[src/rtl/tlb_ctrl_if.sv]
// ---------------------------------------------------------------------------
// tlb_ctrl_if
//   WB-stage side of the TLB controller: TLB instruction handshake, CP0
//   mtc0/mfc0 access and TLB exception commit.
//
//   master : the WB / CP0 pipeline logic (drives requests, mtc0, exceptions)
//   slave  : tlb_ctrl (answers the handshake, returns mfc0 data)
//
//   op_valid/op_code   TLB instruction request (00 TLBP, 01 TLBR, 10 TLBWI)
//   op_ready/op_done   controller idle / one-cycle completion pulse
//   mtc0_we/c0_addr/c0_wdata/c0_rdata   CP0 register write and read
//   exc_tlb/exc_badvaddr                TLB exception commit + faulting VA
// ---------------------------------------------------------------------------
interface tlb_ctrl_if;
    logic        op_valid;
    logic [1:0]  op_code;
    logic        op_ready;
    logic        op_done;
    logic        mtc0_we;
    logic [4:0]  c0_addr;
    logic [31:0] c0_wdata;
    logic [31:0] c0_rdata;
    logic        exc_tlb;
    logic [31:0] exc_badvaddr;

    modport master (
        output op_valid, op_code, mtc0_we, c0_addr, c0_wdata, exc_tlb, exc_badvaddr,
        input  op_ready, op_done, c0_rdata
    );

    modport slave (
        input  op_valid, op_code, mtc0_we, c0_addr, c0_wdata, exc_tlb, exc_badvaddr,
        output op_ready, op_done, c0_rdata
    );
endinterface

[src/rtl/tlb_ctrl.sv]
// ---------------------------------------------------------------------------
// tlb_ctrl
//   Owns the CP0 TLB registers (Index, EntryLo0, EntryLo1, EntryHi) and
//   sequences TLBP / TLBR / TLBWI against the TLB array's s1 search port,
//   read port and write port. On a committed TLB exception the faulting
//   VPN2 is captured into EntryHi.
//
// Ports
//   clk, resetn          clock, asynchronous active-low reset
//   wb                   WB-side handshake / CP0 access (tlb_ctrl_if.slave)
//   probe_sel            high in PROBE; steers the array's s1 mux here
//   s1_vpn2/odd/asid     search key (EntryHi VPN2, even page, EntryHi ASID)
//   s1_found/s1_index    search result
//   entryhi_asid         current ASID for the fetch/data lookups
//   we/w_index/w_*       array write port (TLBWI)
//   r_index/r_*          array read port (TLBR)
// ---------------------------------------------------------------------------
module tlb_ctrl #(
    parameter int TLBNUM = 16,
    parameter int IDXW   = $clog2(TLBNUM)
) (
    input  logic            clk,
    input  logic            resetn,
    tlb_ctrl_if.slave       wb,

    // s1 search port
    output logic            probe_sel,
    output logic [18:0]     s1_vpn2,
    output logic            s1_odd_page,
    output logic [7:0]      s1_asid,
    input  logic            s1_found,
    input  logic [IDXW-1:0] s1_index,

    output logic [7:0]      entryhi_asid,

    // write port
    output logic            we,
    output logic [IDXW-1:0] w_index,
    output logic [18:0]     w_vpn2,
    output logic [7:0]      w_asid,
    output logic            w_g,
    output logic [19:0]     w_pfn0,
    output logic [2:0]      w_c0,
    output logic            w_d0,
    output logic            w_v0,
    output logic [19:0]     w_pfn1,
    output logic [2:0]      w_c1,
    output logic            w_d1,
    output logic            w_v1,

    // read port
    output logic [IDXW-1:0] r_index,
    input  logic [18:0]     r_vpn2,
    input  logic [7:0]      r_asid,
    input  logic            r_g,
    input  logic [19:0]     r_pfn0,
    input  logic [2:0]      r_c0,
    input  logic            r_d0,
    input  logic            r_v0,
    input  logic [19:0]     r_pfn1,
    input  logic [2:0]      r_c1,
    input  logic            r_d1,
    input  logic            r_v1
);

    localparam logic [4:0] C0_INDEX = 5'd0;
    localparam logic [4:0] C0_LO0   = 5'd2;
    localparam logic [4:0] C0_LO1   = 5'd3;
    localparam logic [4:0] C0_HI    = 5'd10;

    localparam logic [1:0] OP_TLBP  = 2'b00;
    localparam logic [1:0] OP_TLBR  = 2'b01;
    localparam logic [1:0] OP_TLBWI = 2'b10;

    typedef enum logic [1:0] {
        IDLE  = 2'd0,
        PROBE = 2'd1,
        READ  = 2'd2,
        WRITE = 2'd3
    } state_t;

    state_t state_reg;
    state_t state_next;

    // CP0 register storage (only the implemented bits are kept)
    logic            index_p_reg;
    logic [IDXW-1:0] index_reg;
    logic [18:0]     hi_vpn2_reg;
    logic [7:0]      hi_asid_reg;
    logic [1:0][25:0] lo_q;      // EntryLo0/1 bits [25:0]: PFN, C, D, V, G
    logic [1:0][25:0] r_lo;      // read-port data in EntryLo layout

    logic op_ready_c;
    logic op_done_c;
    logic we_c;
    logic probe_sel_c;

    // An op commits its register update only when no exception aborts it.
    logic do_probe;
    logic do_read;
    logic mtc0_ok;

    assign do_probe = (state_reg == PROBE) && !wb.exc_tlb;
    assign do_read  = (state_reg == READ)  && !wb.exc_tlb;
    // An instruction that raises a TLB exception does not retire, so its
    // mtc0 (if any) must not land in any register either.
    assign mtc0_ok  = wb.mtc0_we && !wb.exc_tlb;

    // Low bits of the faulting address never reach EntryHi.
    logic [12:0] unused_badvaddr_lo;
    assign unused_badvaddr_lo = wb.exc_badvaddr[12:0];

    // -----------------------------------------------------------------------
    // FSM
    // -----------------------------------------------------------------------
    always_ff @(posedge clk or negedge resetn) begin
        if (!resetn) begin
            state_reg <= IDLE;
        end else begin
            state_reg <= state_next;
        end
    end

    always_comb begin
        state_next  = state_reg;
        op_ready_c  = 1'b0;
        op_done_c   = 1'b0;
        we_c        = 1'b0;
        probe_sel_c = 1'b0;
        unique case (state_reg)
            IDLE: begin
                op_ready_c = 1'b1;
                if (wb.op_valid && !wb.exc_tlb) begin
                    case (wb.op_code)
                        OP_TLBP:  state_next = PROBE;
                        OP_TLBR:  state_next = READ;
                        OP_TLBWI: state_next = WRITE;
                        default:  state_next = IDLE;   // reserved code: never accepted
                    endcase
                end
            end
            PROBE: begin
                probe_sel_c = 1'b1;
                op_done_c   = !wb.exc_tlb;
                state_next  = IDLE;
            end
            READ: begin
                op_done_c  = !wb.exc_tlb;
                state_next = IDLE;
            end
            WRITE: begin
                // An exception in the same cycle must not corrupt the array.
                we_c       = !wb.exc_tlb;
                op_done_c  = !wb.exc_tlb;
                state_next = IDLE;
            end
            default: begin
                state_next = IDLE;
            end
        endcase
    end

    assign wb.op_ready = op_ready_c;
    assign wb.op_done  = op_done_c;
    assign we          = we_c;
    assign probe_sel   = probe_sel_c;

    // -----------------------------------------------------------------------
    // Index: P is written only by TLBP; mtc0 reaches the index bits only.
    // The op update is placed after mtc0 so it wins on a shared edge.
    // -----------------------------------------------------------------------
    always_ff @(posedge clk or negedge resetn) begin
        if (!resetn) begin
            index_p_reg <= 1'b0;
            index_reg   <= '0;
        end else begin
            if (mtc0_ok && wb.c0_addr == C0_INDEX) begin
                index_reg <= wb.c0_wdata[IDXW-1:0];
            end
            if (do_probe) begin
                if (s1_found) begin
                    index_p_reg <= 1'b0;
                    index_reg   <= s1_index;
                end else begin
                    index_p_reg <= 1'b1;
                end
            end
        end
    end

    // -----------------------------------------------------------------------
    // EntryHi: exception capture overrides everything but keeps the ASID.
    // -----------------------------------------------------------------------
    always_ff @(posedge clk or negedge resetn) begin
        if (!resetn) begin
            hi_vpn2_reg <= '0;
            hi_asid_reg <= '0;
        end else if (wb.exc_tlb) begin
            hi_vpn2_reg <= wb.exc_badvaddr[31:13];
        end else begin
            if (mtc0_ok && wb.c0_addr == C0_HI) begin
                hi_vpn2_reg <= wb.c0_wdata[31:13];
                hi_asid_reg <= wb.c0_wdata[7:0];
            end
            if (do_read) begin
                hi_vpn2_reg <= r_vpn2;
                hi_asid_reg <= r_asid;
            end
        end
    end

    // -----------------------------------------------------------------------
    // EntryLo0 / EntryLo1: identical behaviour, one register per page.
    // -----------------------------------------------------------------------
    assign r_lo[0] = {r_pfn0, r_c0, r_d0, r_v0, r_g};
    assign r_lo[1] = {r_pfn1, r_c1, r_d1, r_v1, r_g};

    genvar gi;
    generate
        for (gi = 0; gi < 2; gi++) begin : g_lo
            localparam logic [4:0] LO_ADDR = (gi == 0) ? C0_LO0 : C0_LO1;
            logic [25:0] lo_reg;

            always_ff @(posedge clk or negedge resetn) begin
                if (!resetn) begin
                    lo_reg <= '0;
                end else begin
                    if (mtc0_ok && wb.c0_addr == LO_ADDR) begin
                        lo_reg <= wb.c0_wdata[25:0];
                    end
                    if (do_read) begin
                        lo_reg <= r_lo[gi];
                    end
                end
            end

            assign lo_q[gi] = lo_reg;
        end
    endgenerate

    // -----------------------------------------------------------------------
    // mfc0 read mux (register contents before the current edge)
    // -----------------------------------------------------------------------
    always_comb begin
        wb.c0_rdata = 32'd0;
        case (wb.c0_addr)
            C0_INDEX: wb.c0_rdata = {index_p_reg, {(31-IDXW){1'b0}}, index_reg};
            C0_LO0:   wb.c0_rdata = {6'd0, lo_q[0]};
            C0_LO1:   wb.c0_rdata = {6'd0, lo_q[1]};
            C0_HI:    wb.c0_rdata = {hi_vpn2_reg, 5'd0, hi_asid_reg};
            default:  wb.c0_rdata = 32'd0;
        endcase
    end

    // -----------------------------------------------------------------------
    // Array-facing fields
    // -----------------------------------------------------------------------
    assign s1_vpn2      = hi_vpn2_reg;
    assign s1_odd_page  = 1'b0;
    assign s1_asid      = hi_asid_reg;
    assign entryhi_asid = hi_asid_reg;

    assign w_index = index_reg;
    assign w_vpn2  = hi_vpn2_reg;
    assign w_asid  = hi_asid_reg;
    // An entry is global only if both halves say so.
    assign w_g     = lo_q[0][0] & lo_q[1][0];
    assign w_pfn0  = lo_q[0][25:6];
    assign w_c0    = lo_q[0][5:3];
    assign w_d0    = lo_q[0][2];
    assign w_v0    = lo_q[0][1];
    assign w_pfn1  = lo_q[1][25:6];
    assign w_c1    = lo_q[1][5:3];
    assign w_d1    = lo_q[1][2];
    assign w_v1    = lo_q[1][1];

    assign r_index = index_reg;

endmodule
[src/flat_wrapper.sv]
// flat-port wrapper written by rule: the top's interface ports become plain ports
module tlb_ctrl_flat 
#(
    parameter int TLBNUM = 16,
    parameter int IDXW   = $clog2(TLBNUM)
)
  (clk, resetn, probe_sel, s1_vpn2, s1_odd_page, s1_asid, s1_found, s1_index, entryhi_asid, we, w_index, w_vpn2, w_asid, w_g, w_pfn0, w_c0, w_d0, w_v0, w_pfn1, w_c1, w_d1, w_v1, r_index, r_vpn2, r_asid, r_g, r_pfn0, r_c0, r_d0, r_v0, r_pfn1, r_c1, r_d1, r_v1, wb_op_valid, wb_op_code, wb_mtc0_we, wb_c0_addr, wb_c0_wdata, wb_exc_tlb, wb_exc_badvaddr, wb_op_ready, wb_op_done, wb_c0_rdata);
  tlb_ctrl_if wb_i ();
  input  logic clk;
  input  logic resetn;
  output logic probe_sel;
  output logic [18:0] s1_vpn2;
  output logic s1_odd_page;
  output logic [7:0] s1_asid;
  input  logic s1_found;
  input  logic [IDXW-1:0] s1_index;
  output logic [7:0] entryhi_asid;
  output logic we;
  output logic [IDXW-1:0] w_index;
  output logic [18:0] w_vpn2;
  output logic [7:0] w_asid;
  output logic w_g;
  output logic [19:0] w_pfn0;
  output logic [2:0] w_c0;
  output logic w_d0;
  output logic w_v0;
  output logic [19:0] w_pfn1;
  output logic [2:0] w_c1;
  output logic w_d1;
  output logic w_v1;
  output logic [IDXW-1:0] r_index;
  input  logic [18:0] r_vpn2;
  input  logic [7:0] r_asid;
  input  logic r_g;
  input  logic [19:0] r_pfn0;
  input  logic [2:0] r_c0;
  input  logic r_d0;
  input  logic r_v0;
  input  logic [19:0] r_pfn1;
  input  logic [2:0] r_c1;
  input  logic r_d1;
  input  logic r_v1;
  input wire logic [$bits(wb_i.op_valid)-1:0] wb_op_valid;
  input wire logic [$bits(wb_i.op_code)-1:0] wb_op_code;
  input wire logic [$bits(wb_i.mtc0_we)-1:0] wb_mtc0_we;
  input wire logic [$bits(wb_i.c0_addr)-1:0] wb_c0_addr;
  input wire logic [$bits(wb_i.c0_wdata)-1:0] wb_c0_wdata;
  input wire logic [$bits(wb_i.exc_tlb)-1:0] wb_exc_tlb;
  input wire logic [$bits(wb_i.exc_badvaddr)-1:0] wb_exc_badvaddr;
  output wire logic [$bits(wb_i.op_ready)-1:0] wb_op_ready;
  output wire logic [$bits(wb_i.op_done)-1:0] wb_op_done;
  output wire logic [$bits(wb_i.c0_rdata)-1:0] wb_c0_rdata;
  assign wb_i.op_valid = wb_op_valid;
  assign wb_i.op_code = wb_op_code;
  assign wb_i.mtc0_we = wb_mtc0_we;
  assign wb_i.c0_addr = wb_c0_addr;
  assign wb_i.c0_wdata = wb_c0_wdata;
  assign wb_i.exc_tlb = wb_exc_tlb;
  assign wb_i.exc_badvaddr = wb_exc_badvaddr;
  assign wb_op_ready = wb_i.op_ready;
  assign wb_op_done = wb_i.op_done;
  assign wb_c0_rdata = wb_i.c0_rdata;
  tlb_ctrl #(.TLBNUM(TLBNUM), .IDXW(IDXW)) u_core (.clk(clk), .resetn(resetn), .wb(wb_i), .probe_sel(probe_sel), .s1_vpn2(s1_vpn2), .s1_odd_page(s1_odd_page), .s1_asid(s1_asid), .s1_found(s1_found), .s1_index(s1_index), .entryhi_asid(entryhi_asid), .we(we), .w_index(w_index), .w_vpn2(w_vpn2), .w_asid(w_asid), .w_g(w_g), .w_pfn0(w_pfn0), .w_c0(w_c0), .w_d0(w_d0), .w_v0(w_v0), .w_pfn1(w_pfn1), .w_c1(w_c1), .w_d1(w_d1), .w_v1(w_v1), .r_index(r_index), .r_vpn2(r_vpn2), .r_asid(r_asid), .r_g(r_g), .r_pfn0(r_pfn0), .r_c0(r_c0), .r_d0(r_d0), .r_v0(r_v0), .r_pfn1(r_pfn1), .r_c1(r_c1), .r_d1(r_d1), .r_v1(r_v1));
endmodule
[config.mk]
export PLATFORM = sky130hd
export DESIGN_NAME = tlb_ctrl_flat
export DESIGN_NICKNAME = d
export VERILOG_FILES = /design/src/rtl/tlb_ctrl_if.sv /design/src/rtl/tlb_ctrl.sv /design/src/flat_wrapper.sv
export SDC_FILE = /design/constraint.sdc
export NUM_CORES = 1
export LEC_CHECK = 0
export ABC_AREA = 1
export CELL_PAD_IN_SITES_DETAIL_PLACEMENT = 2
export CELL_PAD_IN_SITES_GLOBAL_PLACEMENT = 2
export CORE_UTILIZATION = 20
export DETAILED_ROUTE_END_ITERATION = 10
export PLACE_DENSITY = 0.95
export SETUP_SLACK_MARGIN = 0.02
export SLEW_MARGIN = 20
export SYNTH_ARGS = -nofsm -noshare
export SYNTH_HDL_FRONTEND = slang
export SYNTH_SLANG_ARGS = --single-unit
[constraint.sdc]
create_clock -name clk -period 1.4 [get_ports clk]
set_input_delay 0.14 -clock clk [delete_from_list [all_inputs] [get_ports clk]]
set_output_delay 0.14 -clock clk [all_outputs]
set_load 0.01 [all_outputs]
==> results of run 1 <==
-- power by group through the flow --
stage                     combinational (µW)  sequential, µW  clock (µW)
after detailed placement                4500            3810           0
after CTS                               4670            3700        2640
after floorplan                         2270            3680           0
after global placement                  4300            3760           0
final                                   5360            3770        2640
after global routing                    5650            3820        2770
-- what timing repair did --
action                     4_1_cts  5_1_grt
setup endpoints to repair      239      124
hold buffers                     1        0
buffers inserted                72       25
hold endpoints to repair        86        0
gates cloned                    20        1
pin swaps                       77      114
resized for setup              569      327
-- placed cells by master, fill, tap and decap left out, types with 9 or more instances in the layout --
cell | netlist | layout
buf_12 | 0 | 31
nand2_1 | 433 | 185
nand3_2 | 1 | 19
nand3_1 | 55 | 31
nand2_2 | 3 | 150
buf_16 | 0 | 13
clkbuf_16 | 0 | 11
buf_8 | 0 | 12
clkdlybuf4s50_1 | 0 | 138
o21ai_1 | 5 | 16
dlygate4sd2_1 | 0 | 115
inv_1 | 53 | 43
o211ai_1 | 12 | 12
dfrtp_1 | 86 | 83
nand4_1 | 37 | 37
nand2_4 | 0 | 95
buf_2 | 26 | 29
buf_6 | 1 | 59
buf_4 | 97 | 87
nor2_4 | 5 | 9
-- kinds of logic after synthesis --
family                     after synthesis  share of synthesized area (%)
AOI/OAI and AO/OA                       40                           4.07
adders and majority gates                2                          0.426
buffers and inverters                  190                           19.0
DFF                                     86                           36.6
other                                    1                         0.0638
and+or+nand+nor                        556                           39.8
-- worst max-delay path: stages, from the launching register on --
cell and delay [ps]:
dfrtp_1 420, buf_6 140, nand3_4 140, buf_12 180
clkinv_16 90, buf_12 140, buf_16 140, nand2_4 70
nand2_4 60, nand2_2 70, nand2_2 70
-- stage by stage --
stage / TNS (ps) / total power (µW) / util [%]
final: -13850 / 11800 / 43.3
after detailed placement: -63140 / 8320 / 32.3
after floorplan: 0 / 5950 / -
after global placement: -56340 / 8060 / 32.3
after CTS: -10790 / 11000 / 39.3
after global routing: -20080 / 12200 / 43.3
-- cell type report --
class | instances | area [µm²] | share of cell area [%]
inverters | 57 | 283 | 2.27
flip-flops and latches | 86 | 2160 | 17.3
repair inverters | 1 | 11.3 | 0.0903
well taps | 384 | 480 | 3.85
clock inverters | 5 | 58.8 | 0.471
clock buffers | 11 | 243 | 1.95
diodes | 5 | 12.5 | 0.100
repair buffers | 495 | 5180 | 41.5
multi-input cells | 599 | 4050 | 32.5
-- how the worst max path moves through the flow --
stage | from | cells past startpoint | slack, ps | to
final | u_core.state_reg[1]$_DFFE_PN0P_ | 10 | -250 | u_core.g_lo[1].lo_reg[15]$_DFFE_PN0P_
after global placement | wb_c0_addr[3] | 8 | -790 | wb_c0_rdata[24]
after global routing | u_core.state_reg[0]$_DFFE_PN0P_ | 11 | -290 | u_core.s1_vpn2[9]$_DFFE_PN0P_
after floorplan | u_core.state_reg[1]$_DFFE_PN0P_ | 9 | 140 | u_core.g_lo[1].lo_reg[1]$_DFFE_PN0P_
after detailed placement | wb_c0_addr[3] | 8 | -910 | wb_c0_rdata[8]
after CTS | wb_c0_addr[2] | 9 | -250 | wb_c0_rdata[13]
-- layer usage --
metal,up-vias,GRT usage [%],share of wire [%]
li1,3430,-,-
met5,-,0,0
met2,306,45.2,52
met4,0,13.9,4.6
met1,3976,29.2,40
met3,96,4.21,4.0
==> metrics.csv, run 1 <==
metric;value;unit
status;complete, but fails checks;
violated checks;setup timing;
R2R cell count;10;
clk_skew;12.3;ps
Gate Count Post-Synth;875;
largest net degree at the start of global routing;87;
Seq pwr share;32.0;%
design area;0.0125;mm²
Comb power frac;45.6;%
RR Startpoint;u_core.state_reg[1]$_DFFE_PN0P_;
routability congestion estimate;0.856;
initial antenna violation count;5;
Num CTS Buffers;9;
first-pass GRT wire length;57100;µm
sw frac;39.5;%
total die area;0.0301;mm²
remaining routing DRC violations;0;
GRT Resource Usage Total;25.5;%
I/O Buffers;302;
Yosys reg bits;86;
ys flop type;dfrtp_1;
post-synth top area share;36.6;%
Setup-failing EPs final;114;
fmax;0.606;GHz
dpl hpwl;25000;µm
hold crit path type;input port to asynchronous set/reset pin;
Final Hold Fails;0;
Crit path arrival time;1880;ps
relative slew slack;62.5;%
Final Hold Slack;347;ps
IO Count;317;
count leader, synth;nand2_1;
top cell type by total area after synthesis;dfrtp_1;
Startpoint Class;flip-flop;
r2r endpoint;u_core.g_lo[1].lo_reg[15]$_DFFE_PN0P_;
synth unique cells;26;
P per Cell Area;943;mW/mm²
max_cap viols;0;
worst-path maximum fanout;6;
Placed Instances;1515;
clock latency on the worst-skew pair;350;ps
row count;62;
Routed wire per std cell;25.5;µm
clock sink count;86;
Final #Nets;1410;
Post-Syn Area;0.00588;mm²
via count;7808;
Die H;173;µm
aggregate global routing overflow;0;
Pleak;0.00645;µW
max reg flops;52;
ys async rst share;100;%
unrepaired setup endpoints after global routing;yes;
worst vdd ir;0.000563;V
flop2flop setup slack;-250;ps
drt first pass iters;6;
number of global-route vias before repair;8943;
Detailed Route Iter0 Violations;385;
net switching power;4650;µW
post-place setup slack;-911;ps
Internal;7120;µW
final worst path period share;118;%
minimum clock period;1650;ps
routed vias/inst;4.75;
placed cell area;0.00930;mm²
Worst EP required;1630;ps
area of the core;0.0288;mm²
Reg clk slew, reported paths;80;ps
post-route ant nets;0;
most common library cells after synthesis;433 x nand2_1, 97 x buf_4, 86 x dfrtp_1;
YS warnings;0;
Starting Density;20.4;%
CP Class;flip-flop to flip-flop;
critical path capture point type;flip-flop;
area grow syn2layout;112;%
Longest Clk Path Bufs;2;
EDFF count, synth;0;
non-filler instance count after layout;1643;
routed wire length;41800;µm
CTS root buf;clkbuf_16;
sequential share of the synthesized area;36.6;%
final worst-path setup slack;-251;ps
H-tree depth;3;
Clock Power Share;22.4;%
die width;173;µm
Syn Area/Cell;6.72;µm²
fraction of layout cells with a size suffix above 1;45.4;%
max-slew violations;0;
syn_nets;1036;
Layout fillers;3101;
Tightest Pin Transition;562;ps
synth top area cells;dfrtp_1 37%, nand2_1 28%, buf_4 12%;
CTS tree;done;
(Power assumes the default switching activity.)
==> run 2, diff against run 1 <==
SLEW_MARGIN = not set   (was 20)
==> results of run 2 <==
Final layout, timing and power as in run 1 (identical DEF).
==> run 3, diff against run 2 <==
GPL_TIMING_DRIVEN = 0   (was not set)
SKIP_LAST_GASP = 1   (was not set)
==> run 3 against run 2 <==
The run still ends with setup timing left. Utilization rose by 0.97 points. Clock skew is 5.0 ps higher. Die area unchanged. Non-clock buffer count up 76. First-iteration DRC count shrank 13%. Maximum frequency shrank 1.5%. Total power grew 11%. Clock power up 7%. Global-route usage up 1.1 points. Critical path depth down 1. Design area rose by 2.2%. Combinational power increased by 20%. Critical endpoint is now wb_c0_rdata[15].
==> metrics.csv, run 3 (synthesized netlist as in run 1, its figures left out) <==
metric;value;unit;change
Final Hold Fails;0;;unchanged
Reg clk slew, reported paths;70;ps;about the same
Power Total;13100;µW;+11%
Num CTS Buffers;9;;unchanged
row count;62;;unchanged
Startpoint Class;input port;;
total die area;0.0301;mm²;unchanged
Stages on worst setup path;9;;-1
clock sink count;86;;unchanged
H-tree depth;3;;unchanged
CTS tree;done;;
routed vias/inst;4.77;;+0.34%
max-slew violations;0;;unchanged
worst-path maximum fanout;5;;-1
I/O Buffers;301;;-0.33%
crit path cell chain;buf_8, nor2_4, nand2_4, nor2_4, buf_6, clkinvlp_4, clkbuf_16, o211ai_1, buf_2;;
post-place setup slack;-1340;ps;-426 ps
Worst EP required;1260;ps;-370 ps
max reg flops;52;;unchanged
Crit path arrival time;1540;ps;-340 ps
largest net degree at the start of global routing;46;;-47%
CTS root buf;clkbuf_16;;
most common cell after layout, fill and taps aside;nand2_1;;
via count;8202;;+5.0%
remaining routing DRC violations;0;;unchanged
initial antenna violation count;6;;+1
first-pass GRT wire length;59400;µm;+4.0%
crit-path most repeated cell;nor2_4;;
Setup-failing EPs final;120;;+5.3%
clk_skew;17.3;ps;+5.03 ps
final worst path period share;120;%;+1.8 points
IO Count;317;;unchanged
aggregate global routing overflow;0;;unchanged
die width;173;µm;unchanged
minimum clock period;1680;ps;+24.7 ps
Critical-path top delay cell;o211ai_1;;
routability congestion estimate;0.816;;-4.7%
most frequent cells in the layout;238 x nand2_1, 173 x buf_4, 138 x clkdlybuf4s50_1;;
fmax;0.597;GHz;-1.5%
area grow syn2layout;117;%;
Detailed Route Iter0 Violations;334;;-13%
Tightest Pin Transition;699;ps;+136 ps
Die H;173;µm;unchanged
P per Cell Area;1030;mW/mm²;+8.7%
CP Class;input port to output port;;
unrepaired setup endpoints after global routing;yes;;
Longest Clk Path Bufs;2;;unchanged
worst vdd ir;0.000706;V;+25%
number of global-route vias before repair;9199;;+2.9%
area of the core;0.0288;mm²;unchanged
Routed wire per std cell;26.3;µm;+3.3%
Starting Density;20.4;%;unchanged
clock latency on the worst-skew pair;360;ps;about the same
Buffers & Inverters on Critical Path;5;;unchanged
max_cap viols;0;;unchanged
drt first pass iters;4;;-2
GRT Resource Usage Total;26.7;%;+1.1 points
R2R cell count;11;;+1
hold crit path type;input port to flip-flop;;
WHS Path Cells;5;;
Final Hold Slack;174;ps;-173 ps
CP max stage delay;220;ps;-200 ps
Final #Nets;1485;;+5.3%
fraction of layout cells with a size suffix above 1;46.8;%;+1.5 points
final worst-path setup slack;-276;ps;-24.7 ps
post-route ant nets;0;;unchanged
violated checks;setup timing;;
status;complete, but fails checks;;
critical path capture point type;output port;;
dpl hpwl;26700;µm;+6.8%
critical path's top delay family;buffers and inverters;;
routed wire length;45200;µm;+8.1%
Pleak;0.00650;µW;+0.84%
relative slew slack;53.4;%;-9.1 points
[run 3: cell types whose count changed in the layout (fill, tap and decap cells not counted), sizes merged]
| cell | change |
|---|---|
| buf | +68 |
| clkbuf | +17 |
| clkinv | -4 |
| diode | +3 |
| dlygate4sd2 | -3 |
| dlymetal6s2s | -3 |
| bufbuf | -1 |
| bufinv | +1 |
| clkdlybuf4s15 | -1 |
| clkinvlp | -1 |
| inv | +1 |
[run 3: per-layer routing]
layer | global-route usage, % | up-vias | share of wire [%]
li1 | - | 3581 | -
met1 | 29.8 | 4155 | 38
met2 | 48.9 | 353 | 52
met3 | 4.43 | 113 | 4.9
met4 | 12.5 | 0 | 4.9
met5 | 0 | - | 0
[run 3: where the power goes]
| part | internal [µW] | leakage [µW] | switching [µW] |
|---|---|---|---|
| Sequential | 3140 | 0.00105 | 684 |
| Combinational | 3350 | 0.00530 | 3090 |
| Clock | 1660 | 0.000155 | 1160 |
[run 3: worst paths after layout]
path | from | to | slack, ps
hold reg to reg | u_core.g_lo[1].lo_reg[4]$_DFFE_PN0P_ | u_core.g_lo[1].lo_reg[4]$_DFFE_PN0P_ | 550
hold / removal | wb_exc_tlb | u_core.s1_vpn2[18]$_DFFE_PN0P_ | 170
max in group asynchronous | resetn | u_core.s1_vpn2[18]$_DFFE_PN0P_ | 310
min in group asynchronous | resetn | u_core.entryhi_asid[4]$_DFFE_PN0P_ | 370
setup reg to reg | u_core.state_reg[0]$_DFFE_PN0P_ | u_core.s1_vpn2[4]$_DFFE_PN0P_ | -240
setup / recovery | wb_c0_addr[2] | wb_c0_rdata[15] | -280
[run 3: final cells by class]
| cell class | count | area (µm²) |
|---|---|---|
| Sequential cell | 86 | 2170 |
| Timing Repair Buffer | 438 | 4290 |
| Multi-Input combinational cell | 599 | 3990 |
| Clock inverter | 3 | 67.6 |
| Fill cell | 3062 | 16000 |
| Tap cell | 384 | 480 |
| Inverter | 57 | 239 |
| Antenna cell | 8 | 20.0 |
| Buffer | 133 | 1250 |
| Clock buffer | 12 | 256 |
[run 3: tightest hold or removal path, delay by kind of cell]
| kind | cells | cell delay, ps |
|---|---|---|
| buffers and inverters | 1 | 120 |
| and+or+nand+nor | 4 | 230 |
[run 3: timing repair]
action	CTS	global route
endpoints found under the hold margin	41	0
resized for setup	581	293
setup endpoints to repair	242	132
hold buffers	1	0
gates cloned	15	1
buffers inserted	93	33
pin swaps	43	113
[run 3: per-stage QoR]
| stage | TNS, ps | area [µm²] | util, % | std cells |
|---|---|---|---|---|
| floorplan | 0 | 5880 | - | 875 |
| global placement | -373270 | 9370 | 32.6 | 1560 |
| detailed placement | -71820 | 9400 | 32.6 | 1561 |
| CTS | -11490 | 11700 | 40.5 | 1685 |
| global route | -23090 | 12800 | 44.3 | 1719 |
| finish | -16860 | 12800 | 44.3 | 1720 |
